--- config.mk ---
export PLATFORM = sky130hd
export DESIGN_NAME = instr_word_encoder
export DESIGN_NICKNAME = d
export VERILOG_FILES = /design/src/rtl/instr_enc_pkg.sv /design/src/rtl/instr_word_fifo.sv /design/src/rtl/instr_word_encoder.sv
export SDC_FILE = /design/constraint.sdc
export NUM_CORES = 1
export LEC_CHECK = 0
export CAP_MARGIN = 15
export CORE_ASPECT_RATIO = 1.5
export CORE_MARGIN = 2
export CORE_UTILIZATION = 45
export CTS_CLUSTER_DIAMETER = 100
export CTS_CLUSTER_SIZE = 12
export DETAILED_ROUTE_END_ITERATION = 10
export GPL_TIMING_DRIVEN = 1
export PLACE_DENSITY = 0.8
export SLEW_MARGIN = 25
export SYNTH_ARGS = -nofsm -noshare
export SYNTH_HDL_FRONTEND = slang
export SYNTH_SLANG_ARGS = --single-unit
--- constraint.sdc ---
create_clock -name clk -period 5.1 [get_ports clk]
set_input_delay 0.765 -clock clk [delete_from_list [all_inputs] [get_ports clk]]
set_output_delay 0.765 -clock clk [all_outputs]
set_load 0.03 [all_outputs]
--- src/rtl/instr_enc_pkg.sv ---
// Shared types, field positions, error codes and encode/check helpers for instr_word_encoder.
// Build option: INSTR_ENC_ERR_HALT_EN adds the HALT state entered after a rejected field set.
package instr_enc_pkg;

  typedef enum logic [1:0] {
    TIPO_ARITH = 2'b00,
    TIPO_XFER  = 2'b01,
    TIPO_CTRL  = 2'b10,
    TIPO_BAD   = 2'b11
  } tipo_e;

  typedef enum logic [1:0] {
    OP_MOV      = 2'b00,
    OP_LDR      = 2'b01,
    OP_STR      = 2'b10,
    OP_XFER_BAD = 2'b11
  } xfer_op_e;

  typedef enum logic [1:0] {
    OP_B   = 2'b00,
    OP_BL  = 2'b01,
    OP_CMP = 2'b10,
    OP_BEQ = 2'b11
  } ctrl_op_e;

  localparam int TIPO_LSB = 30;
  localparam int OP_LSB   = 28;
  localparam int INM_BIT  = 27;
  localparam int RD_LSB   = 23;
  localparam int RN_LSB   = 19;
  localparam int RM_LSB   = 15;
  localparam int IMM19_W  = 19;
  localparam int BR_W     = 27;

  localparam logic [1:0] ERR_NONE = 2'd0;
  localparam logic [1:0] ERR_TIPO = 2'd1;
  localparam logic [1:0] ERR_OP   = 2'd2;
  localparam logic [1:0] ERR_IMM  = 2'd3;

`ifdef INSTR_ENC_ERR_HALT_EN
  typedef enum logic {ST_RUN = 1'b0, ST_HALT = 1'b1} state_e;
`else
  typedef enum logic {ST_RUN = 1'b0} state_e;
`endif

  // Immediates must fit in 19 signed bits: bits 26:19 replicate bit 18.
  function automatic logic [1:0] checkFields(input logic [1:0] tipo, input logic [1:0] op,
                                             input logic inm, input logic [26:0] imm);
    logic [1:0] code;
    code = ERR_NONE;
    if (tipo == TIPO_BAD)
      code = ERR_TIPO;
    else if (tipo == TIPO_XFER && op == OP_XFER_BAD)
      code = ERR_OP;
    else if (inm && tipo != TIPO_CTRL && imm[26:19] != {8{imm[18]}})
      code = ERR_IMM;
    return code;
  endfunction

  function automatic logic [31:0] encodeWord(input logic [1:0] tipo, input logic [1:0] op,
                                             input logic inm, input logic [3:0] rd,
                                             input logic [3:0] rn, input logic [3:0] rm,
                                             input logic [26:0] imm);
    logic [31:0] w;
    w = '0;
    w[TIPO_LSB +: 2] = tipo;
    w[OP_LSB +: 2]   = op;
    if (tipo == TIPO_CTRL) begin
      // Control flow never carries the Inm bit; CMP is register-only.
      if (op == OP_CMP) begin
        w[RN_LSB +: 4] = rn;
        w[RM_LSB +: 4] = rm;
      end else begin
        w[BR_W-1:0] = imm;
      end
    end else begin
      w[INM_BIT]     = inm;
      w[RD_LSB +: 4] = rd;
      if (!(tipo == TIPO_XFER && op == OP_MOV))
        w[RN_LSB +: 4] = rn;
      if (inm)
        w[IMM19_W-1:0] = imm[IMM19_W-1:0];
      else
        w[RM_LSB +: 4] = rm;
    end
    return w;
  endfunction

endpackage

--- src/rtl/instr_word_fifo.sv ---
// Synchronous DEPTH x WIDTH FIFO with full/empty flags and a synchronous clear.
// Read data is forced to zero while empty so the word output is clean after reset.
module instr_word_fifo #(
  parameter int DEPTH = 4,
  parameter int WIDTH = 32
) (
  input  logic             clk,
  input  logic             rst,
  input  logic             i_clear,
  input  logic             i_push,
  input  logic [WIDTH-1:0] i_wdata,
  input  logic             i_pop,
  output logic [WIDTH-1:0] o_rdata,
  output logic             o_full,
  output logic             o_empty
);

  localparam int PTR_W = $clog2(DEPTH);

  logic [WIDTH-1:0] r_mem [DEPTH];
  logic [PTR_W:0]   r_wrPtr;
  logic [PTR_W:0]   r_rdPtr;
  logic             w_doPush;
  logic             w_doPop;

  assign w_doPush = i_push && !o_full && !i_clear;
  assign w_doPop  = i_pop && !o_empty && !i_clear;

  always_ff @(posedge clk or posedge rst) begin
    if (rst) begin
      r_wrPtr <= '0;
      r_rdPtr <= '0;
    end else if (i_clear) begin
      r_wrPtr <= '0;
      r_rdPtr <= '0;
    end else begin
      if (w_doPush)
        r_wrPtr <= r_wrPtr + (PTR_W+1)'(1);
      if (w_doPop)
        r_rdPtr <= r_rdPtr + (PTR_W+1)'(1);
    end
  end

  always_ff @(posedge clk) begin
    if (w_doPush)
      r_mem[r_wrPtr[PTR_W-1:0]] <= i_wdata;
  end

  // Extra pointer bit distinguishes full from empty when the indices match.
  assign o_empty = (r_wrPtr == r_rdPtr);
  assign o_full  = (r_wrPtr[PTR_W] != r_rdPtr[PTR_W]) &&
                   (r_wrPtr[PTR_W-1:0] == r_rdPtr[PTR_W-1:0]);
  assign o_rdata = o_empty ? '0 : r_mem[r_rdPtr[PTR_W-1:0]];

endmodule

--- src/rtl/instr_word_encoder.sv ---
// Encodes instruction field sets into 32-bit words and streams them with sequential addresses.
// Build option: INSTR_ENC_ERR_HALT_EN makes a rejection halt input acceptance until clear.
module instr_word_encoder
  import instr_enc_pkg::*;
#(
  parameter int DEPTH  = 4,
  parameter int ADDR_W = 8
) (
  input  logic              clk,
  input  logic              rst,
  input  logic              i_clear,
  input  logic              i_in_valid,
  output logic              o_in_ready,
  input  logic [1:0]        i_tipo,
  input  logic [1:0]        i_op,
  input  logic              i_inm,
  input  logic [3:0]        i_rd,
  input  logic [3:0]        i_rn,
  input  logic [3:0]        i_rm,
  input  logic [26:0]       i_imm,
  output logic              o_out_valid,
  input  logic              i_out_ready,
  output logic [31:0]       o_out_word,
  output logic [ADDR_W-1:0] o_out_addr,
  output logic              o_err_pulse,
  output logic [1:0]        o_err_code
);

  state_e            r_state;
  state_e            w_stateNext;
  logic [1:0]        w_fieldErr;
  logic [31:0]       w_word;
  logic              w_inFire;
  logic              w_reject;
  logic              w_push;
  logic              w_pop;
  logic              w_full;
  logic              w_empty;
  logic [ADDR_W-1:0] r_addr;
  logic              r_errPulse;
  logic [1:0]        r_errCode;

  assign w_fieldErr = checkFields(i_tipo, i_op, i_inm, i_imm);
  assign w_word     = encodeWord(i_tipo, i_op, i_inm, i_rd, i_rn, i_rm, i_imm);
  assign w_inFire   = i_in_valid && o_in_ready;
  assign w_reject   = w_inFire && (w_fieldErr != ERR_NONE);
  assign w_push     = w_inFire && (w_fieldErr == ERR_NONE) && !i_clear;
  assign w_pop      = o_out_valid && i_out_ready && !i_clear;

  instr_word_fifo #(
    .DEPTH (DEPTH),
    .WIDTH (32)
  ) u_fifo (
    .clk     (clk),
    .rst     (rst),
    .i_clear (i_clear),
    .i_push  (w_push),
    .i_wdata (w_word),
    .i_pop   (w_pop),
    .o_rdata (o_out_word),
    .o_full  (w_full),
    .o_empty (w_empty)
  );

  assign o_out_valid = !w_empty;

  always_ff @(posedge clk or posedge rst) begin
    if (rst)
      r_state <= ST_RUN;
    else
      r_state <= w_stateNext;
  end

  always_comb begin
    w_stateNext = r_state;
    if (i_clear)
      w_stateNext = ST_RUN;
`ifdef INSTR_ENC_ERR_HALT_EN
    else if (w_reject)
      w_stateNext = ST_HALT;
`endif
  end

  // Gating on rst keeps the input side closed while reset is held.
  always_comb begin
    o_in_ready = !rst && !w_full && (r_state == ST_RUN);
  end

  always_ff @(posedge clk or posedge rst) begin
    if (rst)
      r_addr <= '0;
    else if (i_clear)
      r_addr <= '0;
    else if (w_pop)
      r_addr <= r_addr + ADDR_W'(1);
  end

  always_ff @(posedge clk or posedge rst) begin
    if (rst) begin
      r_errPulse <= 1'b0;
      r_errCode  <= ERR_NONE;
    end else if (i_clear) begin
      r_errPulse <= 1'b0;
      r_errCode  <= ERR_NONE;
    end else begin
      r_errPulse <= w_reject;
      if (w_reject)
        r_errCode <= w_fieldErr;
    end
  end

  assign o_out_addr  = r_addr;
  assign o_err_pulse = r_errPulse;
  assign o_err_code  = r_errCode;

endmodule

# After elaboration in Yosys (flattened, before gate mapping)
# Memories as Yosys holds them, arrays and structs flattened.
# Cells that the tools add are included.
dict set report word_totals {
  regBits 17
  mem_bits_rw 128
  inputBits 49
  wordCells 69
  n_memories 1
}
dict set report classes {
  add_sub_neg 3
  eq_ne 10
  mux 23
  reduce_logical 27
}
# name words width rd rd_ports_with_merged_regs wr line
set memory_table {}
lappend memory_table {u_fifo.r_mem 4 32 1 0 1 instr_word_fifo.sv:20} ;# logic [WIDTH-1:0] r_mem [DEPTH];
# cell count
set op_table {}
lappend op_table {{$mux 32} 1}
lappend op_table {{$mux 15} 2}
lappend op_table {{$mux 27} 1}
lappend op_table {{$mux 8} 3}
lappend op_table {{$logic_and 1x1->1} 16}
lappend op_table {{$mux 3} 4}
lappend op_table {{$mux 4} 3}
lappend op_table {{$mux 2} 5}
lappend op_table {{$reduce_bool 2->1} 5}
lappend op_table {{$add 8x1->8 const B} 1}
lappend op_table {{$eq 2x2->1 const B} 4}
lappend op_table {{$ne 8x8->1} 1}
lappend op_table {{$add 3x1->3 const B} 2}
lappend op_table {{$logic_not 1->1} 4}
lappend op_table {{$logic_not 2->1} 2}
lappend op_table {{$mux 1} 4}
lappend op_table {{$eq 3x3->1} 1}
lappend op_table {{$eq 2x1->1 const B} 1}
lappend op_table {{$eq 2x2->1} 1}
lappend op_table {{$ne 2x2->1 const B} 1}
lappend op_table {{$ne 1x1->1} 1}

# Depth between registers and ports, before layout
dict set report depth {
  ltp_word 13
  depth_mapped 7
  ltp_nobuf 5
}

# Cells and area by module
# From an unflattened synthesis, not the netlist that was laid out.
dict set report hier_totals {
  cells_unflattened 384
  area_unflattened_um2 6346.1
}
# mod instances cells_per_inst area_each_um2 seq_area_each_um2
set modules_own_cells {}
lappend modules_own_cells {instr_word_fifo 1 269 5416.4 3993.8}
lappend modules_own_cells {instr_word_encoder 1 115 929.6 275.3}

# Worst setup path after synthesis
# No wires, ideal clock.
dict set report synth_path {
  path_type {in2reg}
  from {input i_imm[22]}
  to {memory u_fifo.r_mem[0][0], enable pin}
  setup_time_ns 0.468
  arrival_time_ns 4.363
  required_ns 4.632
  path_slack_ns 0.269
  cell_stages 5
  path_buffers 0
  path_cell_list {or4_4 > nor4_4 > o31ai_2 > or2_1 > nor3b_1}
}
dict set report synth_between {
  elab_chain_cells 12
}
# element line
set synth_rtl {}
lappend synth_rtl {{start: declaration} instr_word_encoder.sv:20} ;# input logic [26:0] i_imm,
lappend synth_rtl {{$ne 8x8->1} instr_enc_pkg.sv:55} ;# else if (inm && tipo != TIPO_CTRL && imm[26:19] != {8{imm[18]}})
lappend synth_rtl {{$logic_and 1x1->1} instr_enc_pkg.sv:55}
lappend synth_rtl {{$mux 2} instr_enc_pkg.sv:55}
lappend synth_rtl {{$mux 2} instr_enc_pkg.sv:53} ;# else if (tipo == TIPO_XFER && op == OP_XFER_BAD)
lappend synth_rtl {{$mux 2} instr_enc_pkg.sv:51} ;# if (tipo == TIPO_BAD)
lappend synth_rtl {{$logic_not 2->1} instr_word_encoder.sv:47} ;# assign w_push = w_inFire && (w_fieldErr == ERR_NONE) && !i_clear;
lappend synth_rtl {{$logic_and 1x1->1 (2 in series)} instr_word_encoder.sv:47}
lappend synth_rtl {{$logic_and 1x1->1 (2 in series)} instr_word_fifo.sv:26} ;# assign w_doPush = i_push && !o_full && !i_clear;
lappend synth_rtl {{$mux 1} instr_word_fifo.sv:45} ;# if (w_doPush)
lappend synth_rtl {{$mux 1 (implied by the code)} instr_word_fifo.sv:46} ;# r_mem[r_wrPtr[PTR_W-1:0]] <= i_wdata;
lappend synth_rtl {{end: declaration} instr_word_fifo.sv:20}
# Every way passes these cells.

# Worst setup path after layout
dict set report layout_path {
  from {register u_fifo.r_rdPtr[0]}
  to {output o_out_word[29]}
}
dict set report layout_between {
  elab_chain_cells 2
  word_cells_on_any_way 3
  cone_classes {eq/ne (1); mux (1); memory (1)}
}
# element line
set layout_rtl {}
lappend layout_rtl {{start: declaration} instr_word_fifo.sv:22} ;# logic [PTR_W:0] r_rdPtr;
lappend layout_rtl {{start signal: assignment} instr_word_fifo.sv:40} ;# r_rdPtr <= r_rdPtr + (PTR_W+1)'(1);
lappend layout_rtl {{$mem_v2 4x32 or $eq 3x3->1 (tied branches)} n/a}
lappend layout_rtl {{$mux 32 (*)} instr_word_fifo.sv:53} ;# assign o_rdata = o_empty ? '0 : r_mem[r_rdPtr[PTR_W-1:0]];
lappend layout_rtl {{end: declaration} instr_word_encoder.sv:23} ;# output logic [31:0] o_out_word,
# Every way passes the cells marked *; elsewhere a longest branch is shown, timed or not.

==> qor.yml <==
multi_input_area_mm2: 0.00180
dpl_cell_area_mm2: 0.00731
drtPass1Iterations: 4
finClkSkew_ns: 0.00785
nFillCells: 1004
clkSinkCount: 145
post-route-min-period_ns: 3.51
cts_tree: "built"
portBuffers: 93
yosysSeqAreaShare: 0.695
status: "complete, no violations"
p_leak_nw: 2.67
syn_area_per_cell_um2: 17.0
num_antenna_cells: 0
io_pins: 94
grt_pass1_vias: 3802
wirelength_mm: 12.5
ant_nets: 0
gp_congestion: 0.809
cap_violations: 0
wl_per_cell_um: 19.5
drc_errors: 0
grt_pass1_wl_mm: 19.9
syn_to_final_growth_pct: 29.3
finalSetupViolations: 0
cpMaxStageDelayCell: "mux4_2"
cp.arrival_ns: 2.74
die_w_um: 99.4
htree_levels: 4
ys_warn_count: 0
path_class: "flip-flop to primary output"
synth_area_mm2: 0.00615
peakVddDrop_v: 0.000236
root_buffer: "clkbuf_16"
ys_ff_latch: 145
antenna_found_initial: 0
die_y_um: 147
rows: 52
finalPower_w: 0.00297
dieArea_mm2: 0.0146
fin_nets: 521
worstHoldPathType: "flip-flop to flip-flop"
slew_headroom: 0.448
required_ns: 4.34
ctsHoldBuffers: 0
ctsResizeCount: 0
rsz0062_at_grt: "false"
grt_max_degree: 36
cp_max_fo: 35
end_kind: "primary output"
final.setup.tns_ns: 0
syn_inst: 361
max_freq_mhz: 285
vias: 3523
drive_gt1_frac: 0.186
fin_util: 0.593
drt_iter0_markers: 168
core_mm2: 0.0134
start_util: 0.459
post_cts_buffers: 0
syn_nets: 416
hpwl_mm: 8.16
grt_overflow: 0
insertion_delay_ns: 0.41
tightest_slew_ns: 0.825
final-hold-violation-count: 0
seqCellArea_mm2: 0.00427
critPathMaxStageDelay_ns: 0.62
cts_buffers: 17
cellPowerDensity_mw_per_mm2: 374
drv_slew: 0
clockBufferDepth: 2
track_usage: 0.180
synth_cell_types: 38
routed_via_density: 5.50
stdcell_area_mm2: 0.00795
clk_pin_slew_worst_paths_ns: 0.06
cp-start-kind: "flip-flop"
min_period_over_period: 0.688
crit_chain: "buf_4 > mux4_2 > and2_1 > clkdlybuf4s50_1"
==> cell usage in the layout, fill, tap and decap left out, types with 2 or more instances in the layout <==
cell / synthesis / final
clkinv_2: 0 / 5
clkinvlp_4: 0 / 2
mux4_2: 32 / 32
edfxtp_1: 128 / 128
ha_1: 6 / 6
dfrtp_2: 0 / 2
mux2_2: 4 / 4
nand2_1: 13 / 13
nor2b_1: 16 / 16
a22o_1: 4 / 4
clkbuf_16: 0 / 17
clkinv_4: 0 / 3
buf_4: 0 / 9
nand3_1: 5 / 4
xor2_1: 6 / 6
clkdlybuf4s50_1: 0 / 93
bufinv_16: 0 / 5
o31ai_1: 3 / 3
and2_1: 32 / 32
nor3b_2: 0 / 3
o21ai_0: 7 / 7
nor3_1: 4 / 3
a21oi_1: 13 / 13
o22ai_1: 4 / 4
dfrtp_1: 17 / 15
or3_1: 4 / 4
nand4_1: 2 / 2
xnor2_1: 8 / 8
inv_1: 9 / 9
nor2_1: 10 / 10
==> synth_stat cells (all sizes together) <==
| cell type | count | share of area |
|---|---|---|
| a21oi | 14 | 0.012 |
| a22o | 4 | 0.0057 |
| a311oi | 1 | 0.0014 |
| a31oi | 1 | 0.0010 |
| a41o | 1 | 0.0016 |
| and2 | 32 | 0.033 |
| buf | 6 | 0.0049 |
| clkbuf | 10 | 0.0061 |
| dfrtp | 17 | 0.069 |
| edfxtp | 128 | 0.63 |
| ha | 6 | 0.012 |
| inv | 9 | 0.0055 |
| mux2 | 4 | 0.0073 |
| mux4 | 32 | 0.12 |
| nand2 | 13 | 0.0079 |
| nand2b | 1 | 0.0010 |
| nand3 | 5 | 0.0041 |
| nand4 | 2 | 0.0020 |
| nor2 | 10 | 0.0061 |
| nor2b | 16 | 0.016 |
| nor3 | 4 | 0.0033 |
| nor3b | 4 | 0.0049 |
| nor4 | 2 | 0.0045 |
| o21ai | 7 | 0.0057 |
| o22ai | 4 | 0.0041 |
| o311a | 1 | 0.0016 |
| o31a | 1 | 0.0014 |
| o31ai | 4 | 0.0057 |
| or2 | 2 | 0.0020 |
| or3 | 4 | 0.0041 |
| or4 | 2 | 0.0031 |
| xnor2 | 8 | 0.011 |
| xor2 | 6 | 0.0086 |
==> metrics by stage <==
| step | std cells | setup WS, ns | hold slack (ns) |
|---|---|---|---|
| after floorplan | 361 | 0.269 | 0.561 |
| after global placement | 609 | 1.49 | 0.524 |
| after detailed placement | 609 | 1.42 | 0.530 |
| after CTS | 641 | 1.53 | 0.548 |
| after global routing | 641 | 1.44 | 0.569 |
| final | 641 | 1.59 | 0.546 |
==> area by class of cell <==
cell class              count  share of cell area
repair buffers            102               0.126
multi-input cells         191               0.227
clock buffers              17              0.0535
inverters                   9             0.00425
clock inverters            15              0.0272
flip-flops and latches    145               0.537
well taps                 162              0.0255
==> critical path, delay by kind of cell (launching register included) <==
family	cells	cell delay, ns
buf+inv	2	1.15
flops	1	0.36
mux	1	0.62
simple gates	1	0.18
==> sequential cells by signal (all words and copies together) (netlist names) <==
signal / flops
o_err_pulse: 1
o_err_code: 2
u_fifo.r_wrPtr: 3
u_fifo.r_mem: 128
o_out_addr: 8
u_fifo.r_rdPtr: 3
==> cell families (layout without fill, tap and decap cells) <==
family | after synthesis | after routing | synth area share
buffers and inverters | 25 | 143 | 0.0165
AND/OR/NAND/NOR | 97 | 97 | 0.0918
multiplexers | 36 | 36 | 0.125
AO/OA/AOI/OAI | 38 | 38 | 0.0403
flip-flops | 145 | 145 | 0.695
adder cells (fa/ha/maj) | 6 | 6 | 0.0122
XOR/XNOR | 14 | 14 | 0.0200
==> final timing paths <==
path | from | to | slack, ns | cells past startpoint
min in group asynchronous | rst | o_out_addr[6] | 0.80 | 2
worst min register to register | o_err_code[0] | o_err_code[0] | 0.55 | 2
max in group asynchronous | rst | u_fifo.r_rdPtr[1] | 3.84 | 2
worst min-delay path | o_err_code[0] | o_err_code[0] | 0.55 | 2
worst max-delay path | u_fifo.r_rdPtr[0] | o_out_word[29] | 1.59 | 4
worst max register to register | u_fifo.r_rdPtr[0] | u_fifo.r_mem[1][26] | 2.04 | 7
==> power breakdown <==
group	internal [W]	total (W)	switching, W
sequential	0.00131	0.00132	0.00000537
combinational	0.000155	0.000339	0.000184
clock	0.000864	0.00132	0.000454
==> per-layer routing <==
metal / part of all wire / routed length [um] / GRT usage / up-vias
met5: 0 / 0 / 0 / -
met4: 0.027 / 343 / 0.0719 / 0
met3: 0.039 / 493 / 0.0366 / 20
met2: 0.55 / 6900 / 0.323 / 104
met1: 0.38 / 4770 / 0.210 / 1788
li1: - / - / - / 1611
(Power assumes the default switching activity.)
